<file path="src/rtl/ctrl_decode_fsm_pkg.sv">
// Shared opcodes, FSM states, PC/stack encodings and the registered control-word layout
// for the instruction-side decode controller.
package ctrl_decode_fsm_pkg;

  localparam int OP_W   = 5;
  localparam int DATA_W = 16;

  typedef logic [OP_W-1:0] op_t;

  localparam op_t OP_NOP  = 5'd0,  OP_NOT  = 5'd1,  OP_SETC = 5'd2,  OP_CLRC  = 5'd3;
  localparam op_t OP_INC  = 5'd4,  OP_DEC  = 5'd5,  OP_OUT  = 5'd6,  OP_IN    = 5'd7;
  localparam op_t OP_MOV  = 5'd8,  OP_ADD  = 5'd9,  OP_SUB  = 5'd10, OP_AND   = 5'd11;
  localparam op_t OP_OR   = 5'd12, OP_SHL  = 5'd13, OP_SHR  = 5'd14, OP_PUSH  = 5'd15;
  localparam op_t OP_POP  = 5'd16, OP_LDM  = 5'd17, OP_LDD  = 5'd18, OP_STD   = 5'd19;
  localparam op_t OP_JZ   = 5'd20, OP_JN   = 5'd21, OP_JC   = 5'd22, OP_JMP   = 5'd23;
  localparam op_t OP_CALL = 5'd24, OP_RET  = 5'd25, OP_RTI  = 5'd26, OP_RESET = 5'd27;
  localparam op_t OP_INT  = 5'd28;

  typedef enum logic [3:0] {
    RST_S, DECODE, IMM, BRANCH, CALL2, RET2, RTI2, INT1, INT2
  } state_t;

  localparam logic [1:0] PC_INC = 2'd0, PC_RD = 2'd1, PC_STACK = 2'd2, PC_VEC = 2'd3;
  localparam logic [1:0] SP_NONE = 2'd0, SP_PUSH = 2'd1, SP_POP = 2'd2;

  typedef struct packed {
    op_t               alu_op;
    logic [2:0]        rs_sel;
    logic [2:0]        rd_sel;
    logic [DATA_W-1:0] imm;
    logic              imm_valid;
    logic              pc_load;
    logic [1:0]        pc_src;
    logic              vec_sel;
    logic [1:0]        sp_op;
    logic              ccr_save;
    logic              ccr_restore;
    logic              flush;
    logic              int_ack;
  } ctrl_out_t;

  function automatic logic is_two_word(op_t op);
    return op inside {OP_SHL, OP_SHR, OP_LDM, OP_LDD, OP_STD};
  endfunction

endpackage

</file>
<file path="src/rtl/ctrl_decode_fsm_if.sv">
// Fetch/ALU-facing bundle of the decode controller; master = fetch/datapath side,
// slave = the controller.
interface ctrl_decode_fsm_if;
  import ctrl_decode_fsm_pkg::*;

  logic              instr_valid;
  logic [DATA_W-1:0] instr;
  logic              instr_ready;
  logic              stall;
  logic              int_req;
  logic              jump_taken;
  logic [OP_W-1:0]   alu_op;
  logic [2:0]        rs_sel;
  logic [2:0]        rd_sel;
  logic [DATA_W-1:0] imm;
  logic              imm_valid;
  logic              pc_load;
  logic [1:0]        pc_src;
  logic              vec_sel;
  logic [1:0]        sp_op;
  logic              ccr_save;
  logic              ccr_restore;
  logic              flush;
  logic              int_ack;

  modport master (
    output instr_valid, instr, stall, int_req, jump_taken,
    input  instr_ready, alu_op, rs_sel, rd_sel, imm, imm_valid, pc_load, pc_src,
           vec_sel, sp_op, ccr_save, ccr_restore, flush, int_ack
  );

  modport slave (
    input  instr_valid, instr, stall, int_req, jump_taken,
    output instr_ready, alu_op, rs_sel, rd_sel, imm, imm_valid, pc_load, pc_src,
           vec_sel, sp_op, ccr_save, ccr_restore, flush, int_ack
  );

endinterface

</file>
<file path="src/rtl/ctrl_decode_fsm_instr_class.sv">
// Combinational opcode classifier: two-word, conditional branch, control-flow and
// plain one-word ALU ops. Opcodes 0 and 29-31 fall in no class and behave as NOP.
module ctrl_decode_fsm_instr_class
  import ctrl_decode_fsm_pkg::*;
(
  input  op_t  op,
  output logic two_word,
  output logic cond_branch,
  output logic flow,
  output logic alu_only
);

  always_comb begin
    two_word    = is_two_word(op);
    cond_branch = op inside {OP_JZ, OP_JN, OP_JC};
    flow        = op inside {[OP_JMP:OP_INT]};
    alu_only    = (op >= OP_NOT) && (op <= OP_STD) && !is_two_word(op);
  end

endmodule

</file>
<file path="src/rtl/ctrl_decode_fsm.sv">
// Decode/sequencing controller: accepts fetch words, issues registered ALU ops and
// PC/stack/flag strobes one cycle after the deciding state; stall freezes everything.
module ctrl_decode_fsm
  import ctrl_decode_fsm_pkg::*;
(
  input  logic             clk,
  input  logic             rst,
  ctrl_decode_fsm_if.slave bus
);

  state_t     state, state_nxt;
  ctrl_out_t  out_q, out_nxt;
  op_t        pend_op;
  logic [2:0] pend_rs, pend_rd;
  op_t        op;
  logic [2:0] rs, rd;
  logic       two_word, cond_branch, flow, alu_only;
  logic       ready, accept;
  logic       unused_lo;

  assign op        = bus.instr[15:11];
  assign rs        = bus.instr[10:8];
  assign rd        = bus.instr[7:5];
  assign unused_lo = ^bus.instr[4:0];

  ctrl_decode_fsm_instr_class u_class (
    .op          (op),
    .two_word    (two_word),
    .cond_branch (cond_branch),
    .flow        (flow),
    .alu_only    (alu_only)
  );

  // A pending interrupt holds the word back in DECODE; IMM always finishes its pair.
  assign ready  = !bus.stall && ((state == DECODE && !bus.int_req) || state == IMM);
  assign accept = ready && bus.instr_valid;
  assign bus.instr_ready = ready;

  always_ff @(posedge clk or posedge rst) begin
    if (rst) begin
      state   <= RST_S;
      out_q   <= '0;
      pend_op <= '0;
      pend_rs <= '0;
      pend_rd <= '0;
    end else if (!bus.stall) begin
      state <= state_nxt;
      out_q <= out_nxt;
      if (accept && state == DECODE) begin
        pend_op <= op;
        pend_rs <= rs;
        pend_rd <= rd;
      end
    end
  end

  always_comb begin
    state_nxt = state;
    unique case (state)
      RST_S:  state_nxt = DECODE;
      DECODE: begin
        if (bus.int_req) begin
          state_nxt = INT1;
        end else if (accept) begin
          if (two_word)         state_nxt = IMM;
          else if (cond_branch) state_nxt = BRANCH;
          else if (flow) begin
            case (op)
              OP_CALL:  state_nxt = CALL2;
              OP_RET:   state_nxt = RET2;
              OP_RTI:   state_nxt = RTI2;
              OP_RESET: state_nxt = RST_S;
              OP_INT:   state_nxt = INT1;
              default:  state_nxt = DECODE;
            endcase
          end
        end
      end
      IMM:     if (accept) state_nxt = DECODE;
      RTI2:    state_nxt = bus.int_req ? INT1 : DECODE;
      INT1:    state_nxt = INT2;
      default: state_nxt = DECODE;
    endcase
  end

  // rd_sel rides along with every PC_RD load so the datapath can read the target.
  always_comb begin
    out_nxt = '0;
    unique case (state)
      RST_S: begin
        out_nxt.pc_load = 1'b1;
        out_nxt.pc_src  = PC_VEC;
        out_nxt.flush   = 1'b1;
      end
      DECODE: begin
        if (accept) begin
          if (alu_only || cond_branch) begin
            out_nxt.alu_op = op;
            out_nxt.rs_sel = rs;
            out_nxt.rd_sel = rd;
          end else if (op == OP_JMP) begin
            out_nxt.pc_load = 1'b1;
            out_nxt.pc_src  = PC_RD;
            out_nxt.rd_sel  = rd;
            out_nxt.flush   = 1'b1;
          end else if (op == OP_CALL) begin
            out_nxt.alu_op = OP_PUSH;
            out_nxt.sp_op  = SP_PUSH;
          end else if (op == OP_RET || op == OP_RTI) begin
            out_nxt.sp_op = SP_POP;
          end
        end
      end
      IMM: begin
        if (accept) begin
          out_nxt.alu_op    = pend_op;
          out_nxt.rs_sel    = pend_rs;
          out_nxt.rd_sel    = pend_rd;
          out_nxt.imm       = bus.instr;
          out_nxt.imm_valid = 1'b1;
        end
      end
      BRANCH, CALL2: begin
        if (state == CALL2 || bus.jump_taken) begin
          out_nxt.pc_load = 1'b1;
          out_nxt.pc_src  = PC_RD;
          out_nxt.rd_sel  = pend_rd;
          out_nxt.flush   = 1'b1;
        end
      end
      RET2, RTI2: begin
        out_nxt.pc_load     = 1'b1;
        out_nxt.pc_src      = PC_STACK;
        out_nxt.flush       = 1'b1;
        out_nxt.ccr_restore = (state == RTI2);
      end
      INT1: begin
        out_nxt.alu_op   = OP_PUSH;
        out_nxt.sp_op    = SP_PUSH;
        out_nxt.ccr_save = 1'b1;
        out_nxt.int_ack  = 1'b1;
      end
      INT2: begin
        out_nxt.pc_load = 1'b1;
        out_nxt.pc_src  = PC_VEC;
        out_nxt.vec_sel = 1'b1;
        out_nxt.flush   = 1'b1;
      end
      default: out_nxt = '0;
    endcase
  end

  assign bus.alu_op      = out_q.alu_op;
  assign bus.rs_sel      = out_q.rs_sel;
  assign bus.rd_sel      = out_q.rd_sel;
  assign bus.imm         = out_q.imm;
  assign bus.imm_valid   = out_q.imm_valid;
  assign bus.pc_load     = out_q.pc_load;
  assign bus.pc_src      = out_q.pc_src;
  assign bus.vec_sel     = out_q.vec_sel;
  assign bus.sp_op       = out_q.sp_op;
  assign bus.ccr_save    = out_q.ccr_save;
  assign bus.ccr_restore = out_q.ccr_restore;
  assign bus.flush       = out_q.flush;
  assign bus.int_ack     = out_q.int_ack;

endmodule

</file>
<file path="src/flat_wrapper.sv">
// flat-port wrapper written by rule: the top's interface ports become plain ports
module ctrl_decode_fsm_flat import ctrl_decode_fsm_pkg::*;
  (clk, rst, bus_instr_valid, bus_instr, bus_stall, bus_int_req, bus_jump_taken, bus_instr_ready, bus_alu_op, bus_rs_sel, bus_rd_sel, bus_imm, bus_imm_valid, bus_pc_load, bus_pc_src, bus_vec_sel, bus_sp_op, bus_ccr_save, bus_ccr_restore, bus_flush, bus_int_ack);
  ctrl_decode_fsm_if bus_i ();
  input  logic clk;
  input  logic rst;
  input wire logic [$bits(bus_i.instr_valid)-1:0] bus_instr_valid;
  input wire logic [$bits(bus_i.instr)-1:0] bus_instr;
  input wire logic [$bits(bus_i.stall)-1:0] bus_stall;
  input wire logic [$bits(bus_i.int_req)-1:0] bus_int_req;
  input wire logic [$bits(bus_i.jump_taken)-1:0] bus_jump_taken;
  output wire logic [$bits(bus_i.instr_ready)-1:0] bus_instr_ready;
  output wire logic [$bits(bus_i.alu_op)-1:0] bus_alu_op;
  output wire logic [$bits(bus_i.rs_sel)-1:0] bus_rs_sel;
  output wire logic [$bits(bus_i.rd_sel)-1:0] bus_rd_sel;
  output wire logic [$bits(bus_i.imm)-1:0] bus_imm;
  output wire logic [$bits(bus_i.imm_valid)-1:0] bus_imm_valid;
  output wire logic [$bits(bus_i.pc_load)-1:0] bus_pc_load;
  output wire logic [$bits(bus_i.pc_src)-1:0] bus_pc_src;
  output wire logic [$bits(bus_i.vec_sel)-1:0] bus_vec_sel;
  output wire logic [$bits(bus_i.sp_op)-1:0] bus_sp_op;
  output wire logic [$bits(bus_i.ccr_save)-1:0] bus_ccr_save;
  output wire logic [$bits(bus_i.ccr_restore)-1:0] bus_ccr_restore;
  output wire logic [$bits(bus_i.flush)-1:0] bus_flush;
  output wire logic [$bits(bus_i.int_ack)-1:0] bus_int_ack;
  assign bus_i.instr_valid = bus_instr_valid;
  assign bus_i.instr = bus_instr;
  assign bus_i.stall = bus_stall;
  assign bus_i.int_req = bus_int_req;
  assign bus_i.jump_taken = bus_jump_taken;
  assign bus_instr_ready = bus_i.instr_ready;
  assign bus_alu_op = bus_i.alu_op;
  assign bus_rs_sel = bus_i.rs_sel;
  assign bus_rd_sel = bus_i.rd_sel;
  assign bus_imm = bus_i.imm;
  assign bus_imm_valid = bus_i.imm_valid;
  assign bus_pc_load = bus_i.pc_load;
  assign bus_pc_src = bus_i.pc_src;
  assign bus_vec_sel = bus_i.vec_sel;
  assign bus_sp_op = bus_i.sp_op;
  assign bus_ccr_save = bus_i.ccr_save;
  assign bus_ccr_restore = bus_i.ccr_restore;
  assign bus_flush = bus_i.flush;
  assign bus_int_ack = bus_i.int_ack;
  ctrl_decode_fsm u_core (.clk(clk), .rst(rst), .bus(bus_i));
endmodule
</file>
<file path="config.mk">
export PLATFORM = sky130hd
export DESIGN_NAME = ctrl_decode_fsm_flat
export DESIGN_NICKNAME = d
export VERILOG_FILES = /design/src/rtl/ctrl_decode_fsm_pkg.sv /design/src/rtl/ctrl_decode_fsm_if.sv /design/src/rtl/ctrl_decode_fsm_instr_class.sv /design/src/rtl/ctrl_decode_fsm.sv /design/src/flat_wrapper.sv
export SDC_FILE = /design/constraint.sdc
export NUM_CORES = 1
export LEC_CHECK = 0
export BUFFER_PORTS_ARGS = -buffer_cell sky130_fd_sc_hd__buf_4
export CORE_ASPECT_RATIO = 0.5
export CORE_MARGIN = 5
export CORE_UTILIZATION = 55
export CTS_BUF_LIST = sky130_fd_sc_hd__clkbuf_4 sky130_fd_sc_hd__clkbuf_8
export CTS_CLUSTER_DIAMETER = 50
export DETAILED_ROUTE_END_ITERATION = 8
export GPL_ROUTABILITY_DRIVEN = 0
export PLACE_DENSITY = 0.82
export SLEW_MARGIN = 5
export SYNTH_ARGS = -nofsm -noshare
export SYNTH_HDL_FRONTEND = slang
export SYNTH_SLANG_ARGS = --single-unit
</file>
<file path="constraint.sdc">
create_clock -name clk -period 2.21 [get_ports clk]
set_clock_uncertainty 0.05 [all_clocks]
set_input_delay 0.1105 -clock clk [delete_from_list [all_inputs] [get_ports clk]]
set_output_delay 0.1105 -clock clk [all_outputs]
set_load 0.03 [all_outputs]
</file>
Word-level counts from Yosys, hierarchy flattened
Cells that the tools add are included.

storage, ports and cells
  bits in registers = 52
  output and inout bits = 39
  bits of input ports = 22
  logic and storage cells = 110

operators by class
  $lt $le $gt $ge = 4
  bitwise operators = 1
  reduce and logical (&&, ||, !) cells = 23
  equal/unequal tests = 25
  muxes and demuxes = 41

operators with widths
  kind                  number
  $eq A5 B5 Y1 const B  12
  $mux W28              1
  $mux W4               7
  $mux W3               9
  $mux W17              1
  $eq A4 B3 Y1 const B  4
  $pmux W4 S4           1
  $pmux W3 S5           1
  $pmux W5 S3           1
  $pmux W3 S4           1
  $mux W11              1
  $eq A5 B4 Y1 const B  2
  $le A5 B5 Y1 const B  2
  $mux W2               5
  $mux W5               2
  $pmux W3 S3           1
  $eq A4 B2 Y1 const B  2
  $logic_and A1 B1 Y1   7
  $mux W1               7
  $pmux W3 S2           1
  $reduce_or A2 Y1      3
  $ge A5 B1 Y1 const B  1
  $ge A5 B5 Y1 const B  1
  $ne A5 B2 Y1 const B  1
  other kinds (15)      20

Depth between registers and ports, before layout
Gate-level depths: netlist of the first run.

  depth in word-level cells = 8
  gate-level depth with buffers = 7
  mapped depth without buffers = 5

Hierarchy
Synthesis of the first run repeated with hierarchy kept, for this count alone.

second synthesis, totals
  cells, all modules = 243
  area, all modules = 2592.5 um2

modules (own cells, without submodules)
  module                       times used  area each (um2)  seq. area each (um2)  cells an instance
  ctrl_decode_fsm              1           2486.1           1301.2                226
  ctrl_decode_fsm_instr_class  1           106.4            0.0                   17

Least setup slack after synthesis of the first run
Ideal clock, no wire load.

  kind = register to register
  start point = reg u_core.state[1]
  end point = reg u_core.out_q (netlist bit u_core.bus.rd_sel[2])
  cell stages (with the launch flop) = 8
  data required time = 2.034 ns
  clock period less this slack = 1.870 ns
  library setup time = 0.126 ns
  data arrival time = 1.694 ns
  slack = 0.340 ns
  buffers on the path = 2
  path through = dfrtp_1 -> buf_6 -> and2b_4 -> o2111a_1 -> buf_2 -> a211o_1 -> and3_1 -> a221o_1

on the way
  longest elaborated chain between the ends = 7
  elaborated cells on any way between the ends = 14
  those cells by class = 4 x eq/ne; 4 x mux; 6 x reduce/logical

RTL lines
  item                                  line                                           source
  from (decl)                           ctrl_decode_fsm.sv:11                          state_t state, state_nxt;
  from (signal assigned)                ctrl_decode_fsm.sv:47                          state <= state_nxt;
  $eq A4 B1 Y1                          ctrl_decode_fsm.sv:35, ctrl_decode_fsm.sv:89
  $logic_and A1 B1 Y1                   ctrl_decode_fsm.sv:35                          assign ready = !bus.stall && ((state == DECODE && !bus.int_req) || state == IMM);
  $logic_or A1 B1 Y1                    ctrl_decode_fsm.sv:35
  $logic_and A1 B1 Y1                   ctrl_decode_fsm.sv:35
  $logic_and A1 B1 Y1                   ctrl_decode_fsm.sv:36                          assign accept = ready && bus.instr_valid;
  $mux W28 or $mux W11 (tied branches)  ctrl_decode_fsm.sv:115, ctrl_decode_fsm.sv:96
  $pmux W3 S3 *                         ctrl_decode_fsm.sv:89                          unique case (state)
  to (signal assigned)                  ctrl_decode_fsm.sv:48                          out_q <= out_nxt;
  to (decl)                             ctrl_decode_fsm.sv:12                          ctrl_out_t out_q, out_nxt;

Mark *: on every way between the ends. The rest lies on a longest branch, timed or not.
A chain may end at the register's enable or synchronous reset.

Final worst setup path of the first run
  start point = reg u_core.state[1]
  end point = reg u_core.state[0]

on the way
  longest elaborated chain between the ends = 7
  elaborated cells on any way between the ends = 13
  those cells by class = 7 x eq/ne; 1 x mux; 5 x reduce/logical

RTL lines
  item                                                           line
  $eq A4 B1 Y1                                                   ctrl_decode_fsm.sv:35, ctrl_decode_fsm.sv:59
  $logic_and A1 B1 Y1                                            ctrl_decode_fsm.sv:35
  $logic_or A1 B1 Y1                                             ctrl_decode_fsm.sv:35
  $logic_and A1 B1 Y1                                            ctrl_decode_fsm.sv:35
  $logic_and A1 B1 Y1                                            ctrl_decode_fsm.sv:36
  $ne A3 B2 Y1 (no source line) or $ne A2 B1 Y1 (tied branches)  -
  $reduce_and A4 Y1 (no source line)                             -

Several ways; a longest one is shown, not always the timed one.

==> impl_metrics.yaml, run 1 <==
critical_path:
  r2r_cells: 5
  cp-endpoint: "u_core.state[0]"
  startpoint_type: "flip-flop"
  cp_data_arrival_time_ns: 2.12
  worstReg2RegStart: "u_core.state[1]"
  rrSetupSlack_ns: 0.21
  rr_endpoint: "u_core.state[0]"
  critical-path-max-stage-delay_ns: 0.52
  critical_path_class: "reg -> reg"
  cp_max_fo: 11
  endpoint_kind: "flip-flop"
  path_cells: "or3b_1 -> or3_1 -> nor3b_2 -> a211oi_2 -> mux2i_1"
  critPathLaunch: "u_core.state[1]"
  worstPathRequired_ns: 2.33
  crit_path_top_delay_cell: "dfrtp_1"
clocking:
  cts_buffers: 5
  post_cts_buffers: 0
  cts.repair.resized: 0
  cts.sinks: 52
  ctsHoldBuffers: 12
  clkLatencyLatePin_ns: 0.30
  cts_root_buf: "clkbuf_8"
  clkTransAtPathRegs_ns: 0.09
  ctsHtreeMaxLevel: 2
  clk_path_buf_depth: 2
  cts_tree: "yes"
floorplanning:
  io_pins: 61
  die_w_um: 106
  dieHeight_um: 58.2
  fp-row-count: 17
  core_area_um2: 4450
  die_area_um2: 6190
  initial_core_util_pct: 57.5
place:
  place_inst: 337
  dpl_cell_area_um2: 3000
  hpwl_um: 4120
  io_buffers: 60
synthesis:
  ys_seq_area_share_pct: 50.9
  synth_top_area_share_pct: 50.9
  synth_nets: 259
  yosys.area.top_type: "dfrtp_1"
  yosysMostFrequentCell: "dfrtp_1"
  synth.area.top_cells: "dfrtp_1 (51%), a22o_1 (7.5%), mux2_2 (4.0%)"
  syn_inst: 237
  synthArstFlopShare_pct: 100
  yosysUniqueCellTypes: 50
  synth_area_per_cell_um2: 10.8
  synthTopCellsByCount: "dfrtp_1 (52), a22o_1 (22), nor2_1 (15)"
  synth_seq_cells: 52
  yosysWarnings: 0
  syn_area_um2: 2560
  synth_edf_count: 0
  yosys_most_used_dff: "dfrtp_1"
timing:
  worst_pin_slew_ns: 0.651
  setup_tns_ns: 0
  finalHoldViolCount: 0
  rsz0062_at_grt: "false"
  whs_ns: 0.0536
  fmax_mhz: 501
  finalSetupViolations: 0
  finalCriticalPeriod_ns: 2.00
  period_share_pct: 90.4
  max_slew_margin_pct: 56.6
  slew_violations: 0
min_path:
  hold_class: "in -> reg"
route:
  via_per_inst: 5.87
  routedWlPerCell_um: 16.8
  drtIter0Drc: 183
  vias: 2097
  drt-pass1-iter-count: 4
  drt-total-wl_um: 5990
  drc: 0
  ant_nets: 0
pwr:
  p_int_mw: 1.86
  ir_worst_vdd_mv: 0.535
  clockPowerShare_pct: 18.9
  p_per_area_nw_per_um2: 914
  seqPwrFrac_pct: 45.5
  power_mw: 2.93
  switchingPower_mw: 1.08
  p_leak_nw: 1.62
  swShare_pct: 36.7
  power_frac_comb_pct: 35.6
grt:
  first_global_vias: 2005
  grt_max_degree: 53
  grt_pass1_wl_um: 9930
  grt_usage_pct: 20.2
  grt_overflow: 0
  antenna_found_initial: 0
final_layout:
  fin_cells: 357
  syn_to_final_growth_pct: 25.6
  antenna_cells: 0
  final_cell_area_um2: 3210
  drive_gt1_share_pct: 30.7
  fillCellCount: 315
  nNetsFinal: 321
flow_run:
  maxCapViolCount: 0
outcome:
  run_status: "completed"
-- routing by layer --
layer  global-route usage [%]  wire length [um]
met2                     33.2              2830
met1                     27.4              2710
met5                        0                 0
met4                     6.56                69
met3                     4.23               371
-- power by group through the flow --
| stage | Sequential (mW) | Clock, mW | Combinational [mW] |
|---|---|---|---|
| final | 1.34 | 0.556 | 1.04 |
| after global routing | 1.36 | 0.610 | 1.14 |
| after CTS | 1.33 | 0.565 | 1.05 |
| after detailed placement | 1.35 | 0 | 1.03 |
| after global placement | 1.34 | 0 | 1.00 |
| after floorplan | 1.42 | 0 | 0.669 |
-- worst max-delay path: cells and delay by family (launching register included) --
kind / cells / cell delay, ns
compound gates: 1 / 0.15
flops: 1 / 0.52
simple gates: 3 / 1.02
mux: 1 / 0.14
-- sequential cells by signal, indices dropped and copies added (netlist names), 2 cells and up --
register,count
u_core.bus.imm,16
u_core.bus.alu_op,5
u_core.pend_op,5
u_core.state,4
u_core.bus.rd_sel,3
u_core.bus.rs_sel,3
u_core.pend_rd,3
u_core.pend_rs,3
u_core.bus.pc_src,2
u_core.bus.sp_op,2
-- kinds of logic after synthesis --
| family | Yosys count | synth area share [%] |
|---|---|---|
| AOI/OAI and AO/OA | 77 | 23.1 |
| xor gates and xnor gates | 2 | 0.685 |
| buffers and inverters | 31 | 5.82 |
| DFF | 52 | 50.9 |
| muxes | 12 | 5.14 |
| and+or+nand+nor | 63 | 14.3 |
-- final cells by class --
| cell class | instances | area (um^2) | share of cell area, % |
|---|---|---|---|
| clock inverter | 2 | 13.8 | 0.429 |
| clock buffer | 6 | 76.3 | 2.38 |
| multi-input combinational | 154 | 1110 | 34.5 |
| timing repair buffer | 77 | 608 | 18.9 |
| inverter | 9 | 33.8 | 1.05 |
| sequential | 52 | 1300 | 40.5 |
| tap | 57 | 71.3 | 2.22 |
-- worst min-delay path by stage --
stage,startpoint,to,slack (ns),cells past startpoint
3_5_place_dp,rst,u_core.bus.imm[8],0.28,3
2_1_floorplan,bus_instr[8],u_core.bus.rs_sel[0],0.18,1
5_1_grt,bus_stall,u_core.state[3],0.07,2
6_report,bus_instr[14],u_core.bus.imm[14],0.05,2
4_1_cts,bus_instr[14],u_core.bus.imm[14],0.05,2
3_3_place_gp,rst,u_core.bus.imm[8],0.27,3
-- cell usage in the layout, fill, tap and decap left out, types with 6 or more instances in the layout --
cell type and count:
nor2_1 15, dlygate4sd3_1 12, nand2_1 14, a21o_1 6, mux2_2 9, buf_4 65
inv_1 8, o21ai_0 8, a21oi_1 10, dfrtp_1 52, a22o_1 22
-- metrics by stage --
stage,setup WS [ns],util (%)
floorplan,0.340,-
global placement,0.260,67.5
detailed placement,0.220,67.5
CTS,0.206,72.2
global route,0.0996,72.2
finish,0.213,72.2
Power figures use the tool's default switching activity.
==> run 2, diff against run 1 <==
Settings changed: CORE_MARGIN 5 to 8.
==> run 2 against run 1 <==
Against the previous run:
- via count up 3.5%
- non-clock buffer count down 1
- register-to-register slack worse by 0.09 ns
- cell area up 1.1%
- flip-flop and latch count unchanged
- maximum frequency down 4.4%
- critical endpoint is now u_core.bus.alu_op[3]
- highest routed layer unchanged
==> impl_metrics.yaml, run 2 (same netlist as run 1, synthesis figures left out) <==
final_layout:
  nNetsFinal: 320
  layout_common_cells: "buf_4 (64), dfrtp_1 (52), a22o_1 (22)"
  fillCellCount: 304
  largest_register_ffs: 16
  syn_to_final_growth_pct: 26.9
  final_common_cell: "buf_4"
  antenna_cells: 0
  drive_gt1_share_pct: 30.8
  final_core_util_pct: 73.3
pwr:
  ir_worst_vdd_mv: 0.537
  p_per_area_nw_per_um2: 949
  p_leak_nw: 1.64
  power_mw: 3.08
critical_path:
  crit_path_top_delay_cell: "or4_4"
  worstPathRequired_ns: 2.39
  cp_data_arrival_time_ns: 2.27
  cp_max_fo: 13
  critical-path-max-stage-delay_ns: 0.63
  endpoint_kind: "flip-flop"
  path_cells: "nor3b_4 -> o2111ai_4 -> or4_4 -> o21ai_1"
  startpoint_type: "flip-flop"
  critical_path_class: "reg -> reg"
place:
  io_buffers: 60
  hpwl_um: 4410
  dp_slack_ns: 0.146
route:
  routedWlPerCell_um: 17.9
  drt-total-wl_um: 6370
  vias: 2170
  drc: 0
  ant_nets: 0
  drt-pass1-iter-count: 4
  via_per_inst: 6.10
  drtIter0Drc: 202
floorplanning:
  io_pins: 61
  die_area_um2: 7220
  die_w_um: 112
  core_area_um2: 4420
  initial_core_util_pct: 57.8
  dieHeight_um: 64.2
  fp-row-count: 17
timing:
  fmax_mhz: 479
  slew_violations: 0
  max_slew_margin_pct: 64.2
  whs_ns: 0.00954
  worst_pin_slew_ns: 0.537
  rsz0062_at_grt: "false"
  period_share_pct: 94.5
  setup_ws_ns: 0.121
  finalHoldViolCount: 0
  finalCriticalPeriod_ns: 2.09
  finalSetupViolations: 0
  setup_tns_ns: 0
clocking:
  cts_buffers: 5
  clk_path_buf_depth: 2
  cts_root_buf: "clkbuf_8"
  post_cts_buffers: 0
  clkTransAtPathRegs_ns: 0.10
  ctsHtreeMaxLevel: 2
  clkLatencyLatePin_ns: 0.30
  cts.sinks: 52
  cts_tree: "yes"
grt:
  grt_usage_pct: 17.8
  antenna_found_initial: 0
  grt_overflow: 0
  grt_pass1_wl_um: 10600
  first_global_vias: 2052
  grt_max_degree: 40
outcome:
  run_status: "completed"
flow_run:
  maxCapViolCount: 0
min_path:
  hold_class: "in -> reg"
==> run 2: critical path, delay by kind of cell, from the launching register on <==
kind / cells / cell delay, ns
DFF: 1 / 0.58
and+or+nand+nor: 2 / 0.99
AOI/OAI and AO/OA: 2 / 0.39
==> run 2: worst paths after layout <==
kind | from | cells after the start | end | slack, ns
min reg2reg | u_core.pend_op[4] | 2 | u_core.pend_op[4] | 0.44
max | u_core.state[0] | 4 | u_core.bus.alu_op[3] | 0.12
min in group asynchronous | rst | 3 | u_core.pend_rs[2] | 0.37
min | bus_instr[5] | 2 | u_core.bus.imm[5] | 0.01
max in group asynchronous | rst | 4 | u_core.bus.int_ack | 1.20
max reg2reg | u_core.state[0] | 4 | u_core.bus.alu_op[3] | 0.12
==> run 2: per-layer routing <==
| metal | GRT usage [%] | wire, um | vias up |
|---|---|---|---|
| met5 | 0 | 0 | - |
| met4 | 3.16 | 45 | 0 |
| met3 | 4.31 | 384 | 4 |
| met2 | 28.7 | 3040 | 75 |
| met1 | 24.2 | 2900 | 1091 |
| li1 | - | - | 1000 |
==> run 2: final cells by class <==
type | count | area (um^2) | area share, %
clock buffers | 5 | 68.8 | 2.12
clock inverters | 3 | 46.3 | 1.43
inverters | 9 | 33.8 | 1.04
multi-input cells | 154 | 1110 | 34.3
flip-flops and latches | 52 | 1300 | 40.1
well taps | 57 | 71.3 | 2.20
repair buffers | 76 | 611 | 18.8
==> run 2: repair_timing <==
action,4_1_cts,5_1_grt
resized for setup,0,1
endpoints found under the setup margin,0,1
hold endpoints to repair,37,0
hold buffers,11,0
==> run 2: stage by stage <==
step	std cells	area, um^2
2_1_floorplan	237	2560
3_5_place_dp	337	3010
5_1_grt	356	3240
3_3_place_gp	337	3010
6_report	356	3240
4_1_cts	356	3240
==> run 2: report_power, final <==
part	internal, mW	leakage, nW	switching (mW)
Combinational	0.464	0.880	0.577
Clock	0.344	0.0600	0.336
Sequential	1.16	0.696	0.199
Total	1.97	1.64	1.11
